## src/rtl/mult_mem_ctrl.sv

```systemverilog
// Controller that owns the RAM: reads two operands, multiplies them with a shift-add datapath,
// and writes the 16-bit product back as low byte at adr_r and high byte at adr_r+1.
module mult_mem_ctrl #(
  parameter int unsigned DATA_W = 8,
  parameter int unsigned ADR_W  = 3
) (
  input  logic                clk_i,
  input  logic                rst_ni,
  input  logic                start_i,
  input  logic [ADR_W-1:0]    adr_a_i,
  input  logic [ADR_W-1:0]    adr_b_i,
  input  logic [ADR_W-1:0]    adr_r_i,
  input  logic [DATA_W-1:0]   ram_dout_i,
  output logic                ram_w_o,
  output logic [ADR_W-1:0]    ram_adr_o,
  output logic [DATA_W-1:0]   ram_din_o,
  output logic                busy_o,
  output logic                done_o,
  output logic [2*DATA_W-1:0] product_o
);

  localparam int unsigned PW   = 2 * DATA_W;
  localparam int unsigned CntW = $clog2(DATA_W + 1);
  localparam logic [CntW-1:0] LastCnt = CntW'(DATA_W - 1);

  typedef enum logic [2:0] {
    StIdle, StRdA, StRdB, StWaitB, StMul, StWrLo, StWrHi, StDone
  } state_e;

  state_e            state_q, state_d;
  logic [ADR_W-1:0]  adr_a_q, adr_a_d;
  logic [ADR_W-1:0]  adr_b_q, adr_b_d;
  logic [ADR_W-1:0]  adr_r_q, adr_r_d;
  logic [PW-1:0]     p_q, p_d;
  logic [PW-1:0]     m_q, m_d;
  logic [DATA_W-1:0] q_q, q_d;
  logic [CntW-1:0]   cnt_q, cnt_d;
  logic [PW-1:0]     product_q, product_d;
  logic [PW-1:0]     p_add;

  assign p_add = p_q + (q_q[0] ? m_q : '0);

  always_ff @(posedge clk_i) begin
    if (!rst_ni) begin
      state_q   <= StIdle;
      adr_a_q   <= '0;
      adr_b_q   <= '0;
      adr_r_q   <= '0;
      p_q       <= '0;
      m_q       <= '0;
      q_q       <= '0;
      cnt_q     <= '0;
      product_q <= '0;
    end else begin
      state_q   <= state_d;
      adr_a_q   <= adr_a_d;
      adr_b_q   <= adr_b_d;
      adr_r_q   <= adr_r_d;
      p_q       <= p_d;
      m_q       <= m_d;
      q_q       <= q_d;
      cnt_q     <= cnt_d;
      product_q <= product_d;
    end
  end

  always_comb begin
    state_d   = state_q;
    adr_a_d   = adr_a_q;
    adr_b_d   = adr_b_q;
    adr_r_d   = adr_r_q;
    p_d       = p_q;
    m_d       = m_q;
    q_d       = q_q;
    cnt_d     = cnt_q;
    product_d = product_q;
    case (state_q)
      StIdle: begin
        if (start_i) begin
          adr_a_d = adr_a_i;
          adr_b_d = adr_b_i;
          adr_r_d = adr_r_i;
          state_d = StRdA;
        end
      end
      StRdA: state_d = StRdB;
      StRdB: begin
        // Operand A goes straight into the multiplicand register.
        m_d     = {{DATA_W{1'b0}}, ram_dout_i};
        state_d = StWaitB;
      end
      StWaitB: begin
        q_d     = ram_dout_i;
        p_d     = '0;
        cnt_d   = '0;
        state_d = StMul;
      end
      StMul: begin
        p_d   = p_add;
        m_d   = m_q << 1;
        q_d   = q_q >> 1;
        cnt_d = cnt_q + CntW'(1);
        if (cnt_q == LastCnt) begin
          product_d = p_add;
          state_d   = StWrLo;
        end
      end
      StWrLo:  state_d = StWrHi;
      StWrHi:  state_d = StDone;
      StDone:  state_d = StIdle;
      default: state_d = StIdle;
    endcase
  end

  always_comb begin
    ram_w_o   = 1'b0;
    ram_adr_o = '0;
    ram_din_o = '0;
    busy_o    = (state_q != StIdle);
    done_o    = (state_q == StDone);
    case (state_q)
      StRdA:          ram_adr_o = adr_a_q;
      StRdB, StWaitB: ram_adr_o = adr_b_q;
      StWrLo: begin
        ram_w_o   = 1'b1;
        ram_adr_o = adr_r_q;
        ram_din_o = product_q[DATA_W-1:0];
      end
      StWrHi: begin
        ram_w_o   = 1'b1;
        ram_adr_o = adr_r_q + ADR_W'(1);
        ram_din_o = product_q[PW-1:DATA_W];
      end
      default: ;
    endcase
  end

  assign product_o = product_q;

endmodule

```

## config.mk

```make
export PLATFORM = sky130hd
export DESIGN_NAME = mult_mem_ctrl
export DESIGN_NICKNAME = d
export VERILOG_FILES = /design/src/rtl/mult_mem_ctrl.sv
export SDC_FILE = /design/constraint.sdc
export NUM_CORES = 1
export LEC_CHECK = 0
export CORE_ASPECT_RATIO = 0.7
export CORE_UTILIZATION = 49
export CTS_BUF_LIST = sky130_fd_sc_hd__clkbuf_16
export DETAILED_ROUTE_END_ITERATION = 8
export PLACE_DENSITY_LB_ADDON = 0.3
export SYNTH_ARGS = -nofsm -noshare
export SYNTH_HDL_FRONTEND = slang
export SYNTH_SLANG_ARGS = --single-unit
export TNS_END_PERCENT = 1
```

## constraint.sdc

```tcl
create_clock -name clk_i -period 2.8 [get_ports clk_i]
set_input_delay 0.56 -clock clk_i [delete_from_list [all_inputs] [get_ports clk_i]]
set_output_delay 0.56 -clock clk_i [all_outputs]
set_load 0.02 [all_outputs]
```

==> impl_metrics.json <==
{
  "std_cell_rows": 26,
  "globalRoute.totalOverflow": 0,
  "start_kind": "register",
  "maxSlewHeadroom_pct": 40.4,
  "synth_fp_nets": 497,
  "start_util_pct": 51.5,
  "clk_latency_ns": 0.34,
  "ant_nets": 0,
  "wl_per_cell_um": 16.2,
  "fillers": 644,
  "synthCells": 459,
  "synth_warnings": 0,
  "async_reset_ff_share_pct": 0,
  "area_growth_pct": 23.6,
  "hold_class": "register to register",
  "finalSetupViolCount": 0,
  "die_h_um": 76.0,
  "startpoint": "state_q[1]",
  "cts_root_buffer": "clkbuf_16",
  "yosysUniqueCellTypes": 61,
  "tns_ns": 0,
  "power_density_nw_per_um2": 529,
  "cp_cell_sequence": "nor2b_1 > buf_4 > nand3b_1 > a31oi_1 > clkdlybuf4s50_1",
  "grt_max_degree": 43,
  "core_area_um2": 7450,
  "ys_seq_area_share_pct": 37.6,
  "crit_buf_inv": 2,
  "max_clock_freq_mhz": 377,
  "grt_usage_pct": 25.3,
  "worstPathArrival_ns": 2.10,
  "wl_um": 9820,
  "place_ws_ns": 0.155,
  "dp_hpwl_um": 7140,
  "first_pass_iters": 5,
  "clock_skew_ns": 0.00795,
  "status": "finished, final reports clean",
  "clockBufferDepth": 2,
  "clk_pin_slew_ns": 0.06,
  "syn_area_per_cell_um2": 8.35,
  "die_w_um": 108,
  "cts_tree": "yes",
  "grt_pass1_wl_um": 16200,
  "ios": 50,
  "drv_slew": 0,
  "first_iter_violations": 275,
  "timing.final.ws_setup_ns": 0.145,
  "rsz0062_at_grt": "no",
  "fin_nets": 542,
  "syn_area_um2": 3830,
  "fp.dieArea_um2": 8190,
  "place_congestion": 0.917,
  "finalPower_mw": 2.51,
  "htree_num_levels": 3,
  "worstSetupPathType": "register to output port",
  "hp-start": "q_q[1]",
  "crit_family": "buffers and inverters",
  "slowest_delay_ns": 0.62,
  "antenna_found_initial": 0,
  "r2r_start": "q_q[0]",
  "leakage_nw": 1.86,
  "ys_ff_latch": 72,
  "drive_above_1_share_pct": 10.0,
  "hold_ws_ns": 0.456,
  "via_per_inst": 5.91,
  "hold_violations": 0,
  "grt_pass1_vias": 3338,
  "worstSetupEndpointType": "output port",
  "fin_crit_sh_pct": 94.8,
  "fin_crit_ns": 2.66,
  "numClockSinks": 72,
  "final_util_pct": 63.6,
  "synth_ff_type": "dfxtp_1",
  "cp.required_ns": 2.24,
  "vdd_drop_max_v": 0.000351,
  "critPathSlowestCell": "clkdlybuf4s50_1",
  "io_buffers": 49,
  "cts_buffers": 9,
  "tightest_slew_ns": 0.890,
  "vias": 3586,
  "hold_buffers": 0,
  "synth_edf_count": 0,
  "critPathMaxFanout": 13,
  "cap_viol_max_count": 0,
  "num_antenna_cells": 0,
  "drc_errors": 0
}
state kept, by name, summed over array words and instances, names as in the netlist:
signal     flops
adr_b_q        3
cnt_q          4
q_q            8
m_q           16
state_q        3
p_q           16
adr_a_q        3
adr_r_q        3
product_o     16
cells in the mapped netlist, types with 2 or more instances:
cell / count / area, um^2
a211oi_1: 4 / 30.0
a21o_1: 8 / 60.1
a21oi_1: 50 / 250
a221oi_4: 2 / 52.6
a22oi_1: 39 / 293
a31oi_1: 3 / 18.8
a32oi_1: 2 / 17.5
and2_1: 18 / 113
and3_1: 3 / 18.8
buf_2: 6 / 30.0
buf_6: 2 / 22.5
clkbuf_1: 19 / 71.3
dfxtp_1: 72 / 1440
ha_1: 17 / 213
inv_1: 3 / 11.3
mux2i_1: 3 / 30.0
nand2_1: 67 / 251
nand2b_1: 2 / 12.5
nand3_1: 14 / 70.1
nand3b_1: 3 / 22.5
nand4_1: 4 / 25.0
nor2_1: 40 / 150
nor2b_1: 12 / 75.1
nor3_1: 3 / 15.0
o211a_1: 2 / 20.0
o21a_1: 2 / 15.0
o21ai_0: 12 / 60.1
o221ai_1: 2 / 17.5
o311ai_1: 4 / 35.0
o31ai_1: 2 / 15.0
or3_1: 3 / 18.8
xnor2_1: 4 / 35.0
xor2_1: 4 / 35.0
path summary, 6_finish.rpt:
| path | to | slack, ns | depth (start not counted) |
|---|---|---|---|
| setup / recovery | ram_adr_o[2] | 0.14 | 5 |
| hold / removal | q_q[1] | 0.46 | 2 |
| setup reg to reg | p_q[14] | 0.20 | 9 |
| hold reg to reg | q_q[1] | 0.46 | 2 |
cells by family after synthesis:
logic type                 synth area share, %
AOI/OAI and AO/OA                         26.6
muxes                                    0.783
buffers and inverters                     4.21
and+or+nand+nor                           22.9
xor gates and xnor gates                  1.83
adders and majority gates                 6.07
DFF                                       37.6
area by class of cell:
cell class / instances / area (um^2) / area share [%]
clock inverters: 7 / 95.1 / 2.01
flip-flops and latches: 72 / 1450 / 30.5
inverters: 4 / 15.0 / 0.317
well taps: 98 / 123 / 2.59
repair buffers: 63 / 596 / 12.6
clock buffers: 9 / 225 / 4.75
multi-input cells: 354 / 2240 / 47.3
stage by stage:
step / instances / cell area, um^2
after floorplan: 459 / 3830
after global placement: 590 / 4400
after detailed placement: 590 / 4400
after CTS: 606 / 4720
after global routing: 607 / 4740
final: 607 / 4740
cell usage in the layout (no fill, tap or decap), types with 8 or more instances in the layout:
cell type / instances
dfxtp_1: 69
nand2_1: 67
a21oi_1: 50
clkdlybuf4s50_1: 49
nor2_1: 40
a22oi_1: 39
and2_1: 18
ha_1: 17
nand3_1: 14
buf_4: 14
o21ai_0: 12
nor2b_1: 11
clkbuf_16: 9
a21o_1: 8
tightest hold or removal path, delay by kind of cell (launching register included):
kind,cells,cell delay [ns]
AO/OA/AOI/OAI,1,0.05
AND/OR/NAND/NOR,1,0.05
flip-flops,1,0.31
per-layer routing:
metal | vias up | GRT usage [%] | routed length, um
met5 | - | 0 | 0
met4 | 0 | 7.53 | 108
met3 | 12 | 6.16 | 836
met2 | 156 | 37.6 | 4180
met1 | 1667 | 36.1 | 4690
li1 | 1751 | - | -
what timing repair did:
action	CTS	global route
setup buffers	0	1
resized for setup	1	4
endpoints found under the setup margin	9	14
pin swaps	0	1
report_power, final:
part           leakage, nW  switching (mW)  total (mW)  internal, mW
clock                0.156           0.449        1.23         0.781
combinational         1.12           0.116       0.201        0.0842
sequential           0.583          0.0261        1.08          1.05
(Power assumes the default switching activity.)
